<file path="src/rtl/aes50_clk_pattern_gen.sv">
// AES50 clock half-bit pattern generator: two half-bits per refclk cycle, with
// programmable period/duty and a lengthened-high marker period once per frame.
module aes50_clk_pattern_gen #(
    parameter int unsigned PERIOD_HB = 8,
    parameter int unsigned HIGH_HB   = 4,
    parameter int unsigned MARK_HB   = 6,
    parameter int unsigned CNT_W     = 16
) (
    input  logic             refclk,
    input  logic             reset,
    input  logic             enable,
    input  logic             fs_sync,
    output logic [1:0]       data,
    output logic             running,
    output logic             period_start,
    output logic             marker_sent,
    output logic             sync_overrun,
    output logic [CNT_W-1:0] frame_periods
);

    localparam int unsigned HB_W = $clog2(PERIOD_HB + 1);
    localparam logic [HB_W-1:0] LAST_HB = HB_W'(PERIOD_HB - 2);
    localparam logic [HB_W-1:0] HIGH_L  = HB_W'(HIGH_HB);
    localparam logic [HB_W-1:0] MARK_L  = HB_W'(MARK_HB);

    typedef enum logic {IDLE, RUN} state_t;

    state_t            state;
    logic [HB_W-1:0]   hb_cnt;
    logic [HB_W-1:0]   hl;
    logic              pending;
    logic [CNT_W-1:0]  per_cnt;

    logic              start;
    logic              mark;
    logic [HB_W-1:0]   hl_cur;
    logic [HB_W-1:0]   hb_odd;

    // The high length for the start cycle is chosen combinationally so that a
    // strobe arriving on the start cycle itself turns that period into a marker.
    always_comb begin
        start  = (state == RUN) && (hb_cnt == '0);
        mark   = start && (pending || fs_sync);
        hl_cur = hl;
        if (start) begin
            hl_cur = mark ? MARK_L : HIGH_L;
        end
        hb_odd = hb_cnt + HB_W'(1);
    end

    always_ff @(posedge refclk) begin
        if (reset) begin
            state         <= IDLE;
            hb_cnt        <= '0;
            hl            <= '0;
            pending       <= 1'b0;
            per_cnt       <= '0;
            data          <= '0;
            running       <= 1'b0;
            period_start  <= 1'b0;
            marker_sent   <= 1'b0;
            sync_overrun  <= 1'b0;
            frame_periods <= '0;
        end else begin
            running      <= (state == RUN);
            period_start <= start;
            marker_sent  <= mark;
            sync_overrun <= fs_sync && pending && !start;
            data         <= (state == RUN) ? {hb_odd < hl_cur, hb_cnt < hl_cur} : 2'b00;

            if (start) begin
                hl <= hl_cur;
            end

            if (start) begin
                pending <= 1'b0;
            end else if (fs_sync) begin
                pending <= 1'b1;
            end

            if (start) begin
                if (mark) begin
                    frame_periods <= per_cnt;
                    per_cnt       <= CNT_W'(1);
                end else if (per_cnt != '1) begin
                    per_cnt <= per_cnt + CNT_W'(1);
                end
            end

            case (state)
                IDLE: begin
                    hb_cnt <= '0;
                    if (enable) begin
                        state <= RUN;
                    end
                end
                RUN: begin
                    if (hb_cnt == LAST_HB) begin
                        hb_cnt <= '0;
                        if (!enable) begin
                            state <= IDLE;
                        end
                    end else begin
                        hb_cnt <= hb_cnt + HB_W'(2);
                    end
                end
                default: begin
                    state  <= IDLE;
                    hb_cnt <= '0;
                end
            endcase
        end
    end

endmodule

</file>
<file path="config.mk">
export PLATFORM = sky130hd
export DESIGN_NAME = aes50_clk_pattern_gen
export DESIGN_NICKNAME = d
export VERILOG_FILES = /design/src/rtl/aes50_clk_pattern_gen.sv
export SDC_FILE = /design/constraint.sdc
export NUM_CORES = 1
export LEC_CHECK = 0
export ABC_CLOCK_PERIOD_IN_PS = 2350
export CORE_MARGIN = 5
export CORE_UTILIZATION = 54
export DETAILED_ROUTE_END_ITERATION = 12
export PLACE_DENSITY_LB_ADDON = 0.25
export SETUP_SLACK_MARGIN = 0.02
export SLEW_MARGIN = 20
export SYNTH_ARGS = -nofsm -noshare
export SYNTH_HDL_FRONTEND = slang
export SYNTH_SLANG_ARGS = --single-unit
</file>
<file path="constraint.sdc">
create_clock -name refclk -period 2.35 [get_ports refclk]
set_input_delay 0.3525 -clock refclk [delete_from_list [all_inputs] [get_ports refclk]]
set_output_delay 0.3525 -clock refclk [all_outputs]
set_load 0.01 [all_outputs]
</file>
## Word-level counts from Yosys, hierarchy flattened

Index checks and enable logic that the tools add are counted.

| cells by class | value |
|---|---|
| eq/ne operators | 2 |
| order comparisons | 2 |
| mux-type cells | 9 |
| $add $sub $neg | 3 |
| bitwise gates (word level) | 1 |
| reduce and logical (&&, ||, !) cells | 12 |

Operators with widths:

| kind | number |
|---|---|
| $mux 16 | 2 |
| $add 16x1->16 const B | 1 |
| $ne 16x16->1 const B | 1 |
| $lt 4x4->1 | 2 |
| $mux 4 | 2 |
| $pmux 4 s2 | 1 |
| $add 4x1->4 const B | 1 |
| $add 4x2->4 const B | 1 |
| $eq 4x3->1 const B | 1 |
| $logic_and 1x1->1 | 4 |
| $logic_not 4->1 | 1 |
| $reduce_and 2->1 | 2 |
| $reduce_or 2->1 | 2 |
| $mux 1 | 2 |
| $mux 2 | 1 |
| $pmux 1 s2 | 1 |
| $reduce_bool 2->1 | 1 |
| $logic_not 1->1 | 1 |
| $logic_or 1x1->1 | 1 |
| $not 1->1 | 1 |

| word-level totals | value |
|---|---|
| register bits | 48 |
| word-level logic and storage cells | 40 |
| input port bits | 4 |

## Longest topological paths before layout

| logic depth | value |
|---|---|
| depth in word-level cells | 6 |
| gate-level depth with buffers | 12 |
| depth with buffers taken out | 11 |

## Least setup slack after synthesis

Ideal clock, no wire load.

| timing | value |
|---|---|
| kind | reg-to-reg |
| start point | register hb_cnt[1] |
| end point | register data[0] |
| arrival time | 2008 ps |
| cell stages (with the launch flop) | 12 |
| library setup time | 86 ps |
| path slack | 257 ps |
| period minus slack after synthesis | 2093 ps |
| path through | dfxtp_1 > inv_1 > ha_1 > and3b_1 > buf_2 > o21ai_0 > inv_1 > ha_1 > a21boi_0 > o21ai_0 > nand2b_1 > a211oi_1 |

| on the way | value |
|---|---|
| cells in the longest elaborated chain, start to end | 6 |

Ends and longest elaborated chain:

| element | line | text |
|---|---|---|
| start: declaration | 29 | `logic [HB_W-1:0] hb_cnt;` |
| start signal: assignment | 104 | `hb_cnt <= hb_cnt + HB_W'(2);` |
| $logic_not 4->1 * | 42 | `start = (state == RUN) && (hb_cnt == '0);` |
| $logic_and 1x1->1 * | 42 |  |
| $logic_and 1x1->1 | 43 | `mark = start && (pending \|\| fs_sync);` |
| $mux 2 | 46 | `hl_cur = mark ? MARK_L : HIGH_L;` |
| $mux 4 * | 45 | `if (start) begin` |
| via hl_cur[1] | 36 | `logic [HB_W-1:0] hl_cur;` |
| $lt 4x4->1 * | 69 | `data <= (state == RUN) ? {hb_odd < hl_cur, hb_cnt < hl_cur} : 2'b00;` |
| end signal: assignment | 69 |  |
| end: declaration | 13 | `output logic [1:0] data,` |

Mark *: on every way through the listed nets, which the timed path passes. The rest lies on a longest branch.
A chain may end at the register's enable or synchronous reset.

## Worst setup path in the final report

Ends and elaborated chain as after synthesis.

==> flow_summary_export.csv <==
group,metric,value,unit
global_route,grt_pass1_wl,7576,um
timing,slew_headroom,0.6698,
timing,rsz0062_at_grt,"false",
layout,stdcell_count,313,
yosys,synth_area,2068,um^2
timing,skew,0.006363,ns
yosys,yosys.cell_types.count,44,
worst_setup_path,start_kind,"flop",
yosys,synth_nets,246,
route,wire_per_inst,13.74,um
clock_tree,cts_tree,"yes",
yosys,syn_inst,234,
power_and_ir_drop,switching_share,0.2469,
route,drt-initial-drc-count,101,
timing,report.final.slew_viol_count,0,
worst_setup_path,worstSetupEndpointType,"flop",
global_route,gr-total-overflow,0,
power_and_ir_drop,powerDensity,578.8,nW/um^2
global_route,grt_max_degree,38,
layout,area_delta_synth_final,18.94,%
clock_tree,cts_max_level,2,
worst_setup_path,cp_data_arrival_time,2.32,ns
power_and_ir_drop,ir_worst_vdd,0.2984,mV
power_and_ir_drop,switchingPower,0.0003516,W
timing,min_period,2.099,ns
floorplan,core_area,3689,um^2
clock_tree,cts_inserted_buffers,5,
worst_setup_path,crit_fanout,7,
clock_tree,numClockSinks,47,
floorplan,start_util,0.5607,
route,route.detailed.drc,0,
route,drt_pass1_iterations,4,
floorplan,die_h,71.89,um
worst_setup_path,cp.required,2.57,ns
timing,tns,0,ns
flow_run,cap_violations,0,
clock_tree,cts_buffer_depth,2,
timing,fmax,476.4,MHz
timing,worstMarginPinSlew,0.4916,ns
power_and_ir_drop,clkPwrFrac,0.326,
yosys,synth_seq_area_share,0.4549,
placed_design,dpl.hpwl,3045,um
yosys,synth_warnings,0,
floorplan,num_rows,22,
clock_tree,clk_pin_slew_worst_paths,0.08,ns
power_and_ir_drop,seq_power_share,0.575,
placed_design,placed_cells_incl_taps,305,
worst_setup_path,path_class,"reg2reg",
clock_tree,cts_root_buf,"clkbuf_8",
yosys,synth_edf_count,0,
clock_tree,clk_latency,0.29,ns
power_and_ir_drop,power_frac_comb,0.099,
global_route,grt_pass1_vias,1729,
floorplan,die_w,71.89,um
route,drt-vias-per-instance,5.588,
layout,drive_gt1_frac,0.1208,
timing,fin_crit_sh,0.8932,
route,totalWireLength,4302,um
global_route,grt_usage,0.1808,
placed_design,portBuffers,25,
floorplan,die-area,5167,um^2
power_and_ir_drop,finalPower,0.001424,W
min_path,hold_path_class,"reg2reg",
route,vias,1749,
timing,finalSetupViolCount,0,
layout,nNetsFinal,276,
global_route,antenna_found_initial,0,
floorplan,io_pins,26,
power_and_ir_drop,p_int,0.001072,W
outcome,status,"completed",
placed_design,gp_congestion,0.8336,
power_and_ir_drop,p_leak,0.8973,nW
route,ant_nets,0,
yosys,avgSynthCellArea,8.839,um^2
timing,hold_viol,0,
layout,diodes,0,
yosys,synthFlopType,"dfxtp_1",
yosys,synth-seq-cells,47,
yosys,synthArstFlopShare,0,
[Yosys cell counts, types with 2 or more instances]
| cell | n | area [um^2] |
|---|---|---|
| a211oi_1 | 2 | 15.01 |
| a21oi_1 | 26 | 130.1 |
| a311oi_1 | 5 | 43.79 |
| a31oi_1 | 8 | 50.05 |
| and2_1 | 3 | 18.77 |
| and3_1 | 6 | 37.54 |
| buf_2 | 3 | 15.01 |
| buf_6 | 4 | 45.04 |
| clkbuf_1 | 4 | 15.01 |
| dfxtp_1 | 47 | 940.9 |
| ha_1 | 8 | 100.1 |
| inv_1 | 6 | 22.52 |
| nand2_1 | 47 | 176.4 |
| nand2b_1 | 3 | 18.77 |
| nand3_1 | 5 | 25.02 |
| nor2_1 | 14 | 52.55 |
| nor3_1 | 8 | 40.04 |
| nor4_4 | 2 | 42.54 |
| o21ai_0 | 5 | 25.02 |
| o21ai_1 | 2 | 10.01 |
| or2_2 | 2 | 12.51 |
| or4_1 | 2 | 15.01 |
[through the flow]
| stage | setup slack [ns] | hold WS (ns) | cell area [um^2] | util |
|---|---|---|---|---|
| 5_1_grt | 0.09112 | 0.4779 | 2460 | 0.6669 |
| 6_report | 0.2510 | 0.4563 | 2460 | 0.6669 |
| 3_3_place_gp | 0.2044 | 0.4411 | 2371 | 0.6428 |
| 4_1_cts | 0.05844 | 0.4598 | 2455 | 0.6655 |
| 3_5_place_dp | 0.08604 | 0.4478 | 2371 | 0.6428 |
| 2_1_floorplan | 0.2566 | 0.4245 | 2068 | - |
[cells by family after synthesis]
kind of cell | after synthesis | synth area share
AO/OA/AOI/OAI | 58 | 0.1857
adder cells (fa/ha/maj) | 8 | 0.04840
buffers and inverters | 18 | 0.05081
flip-flops | 47 | 0.4549
multiplexers | 1 | 0.004840
AND/OR/NAND/NOR | 102 | 0.2553
[state kept, by name, summed over array words and instances (netlist names)]
signal,cells
data,2
marker_sent,1
state,1
hb_cnt,3
pending,1
sync_overrun,1
per_cnt,16
frame_periods,16
running,1
hl,4
period_start,1
[power groups by stage]
stage | combinational, W | clock, W | sequential (W)
2_1_floorplan | 0.0000868 | 0 | 0.000839
3_3_place_gp | 0.000137 | 0 | 0.000836
3_5_place_dp | 0.000139 | 0 | 0.000837
4_1_cts | 0.000140 | 0.000476 | 0.000819
5_1_grt | 0.000156 | 0.000511 | 0.000821
6_report | 0.000142 | 0.000464 | 0.000819
[worst paths after layout]
| path | depth (start not counted) | slack, ns | startpoint | to |
|---|---|---|---|---|
| worst max-delay path | 10 | 0.25 | hb_cnt[1] | data[0] |
| worst min-delay path | 2 | 0.46 | frame_periods[4] | frame_periods[4] |
| worst max register to register | 10 | 0.25 | hb_cnt[1] | data[0] |
| worst min register to register | 2 | 0.46 | frame_periods[4] | frame_periods[4] |
[final cells by class]
class	count	area (um^2)
Clock buffer	5	68.82
Clock inverter	3	15.01
Fill cell	345	1229
Inverter	6	22.52
Multi-Input combinational cell	169	1027
Sequential cell	47	940.9
Tap cell	48	60.06
Timing Repair Buffer	35	325.3
[cell usage in the layout, fill, tap and decap left out, drive strengths merged, types with 6 or more instances in the layout]
cell | Yosys | final
inv | 6 | 6
buf | 8 | 10
dfxtp | 47 | 47
clkdlybuf4s50 | 0 | 25
a31oi | 9 | 9
nand3 | 6 | 6
and3 | 6 | 6
o21ai | 8 | 8
nand2 | 47 | 47
nor2 | 15 | 15
ha | 8 | 8
nor3 | 8 | 8
a21oi | 26 | 26
[per-layer routing]
| metal | GRT usage | vias to the layer above | part of all wire |
|---|---|---|---|
| met3 | 0.02945 | 7 | 0.031 |
| met4 | 0.06263 | 0 | 0.016 |
| li1 | - | 889 | - |
| met2 | 0.3133 | 29 | 0.49 |
| met5 | 0 | - | 0 |
| met1 | 0.2261 | 824 | 0.46 |
[critical path: stages, from the launching register on]
cell,delay [ns]
dfxtp_1,0.39
inv_1,0.08
ha_1,0.22
and3b_2,0.26
o21ai_2,0.19
inv_1,0.07
ha_1,0.27
a21boi_0,0.12
o21ai_0,0.15
nand2b_1,0.07
a211oi_1,0.20
[what timing repair did]
action / 4_1_cts / 5_1_grt
setup endpoints to repair: 0 / 1
hold buffers: 0 / 0
resized for setup: 0 / 3
buffers inserted: 0 / 0
Power figures use the tool's default switching activity.
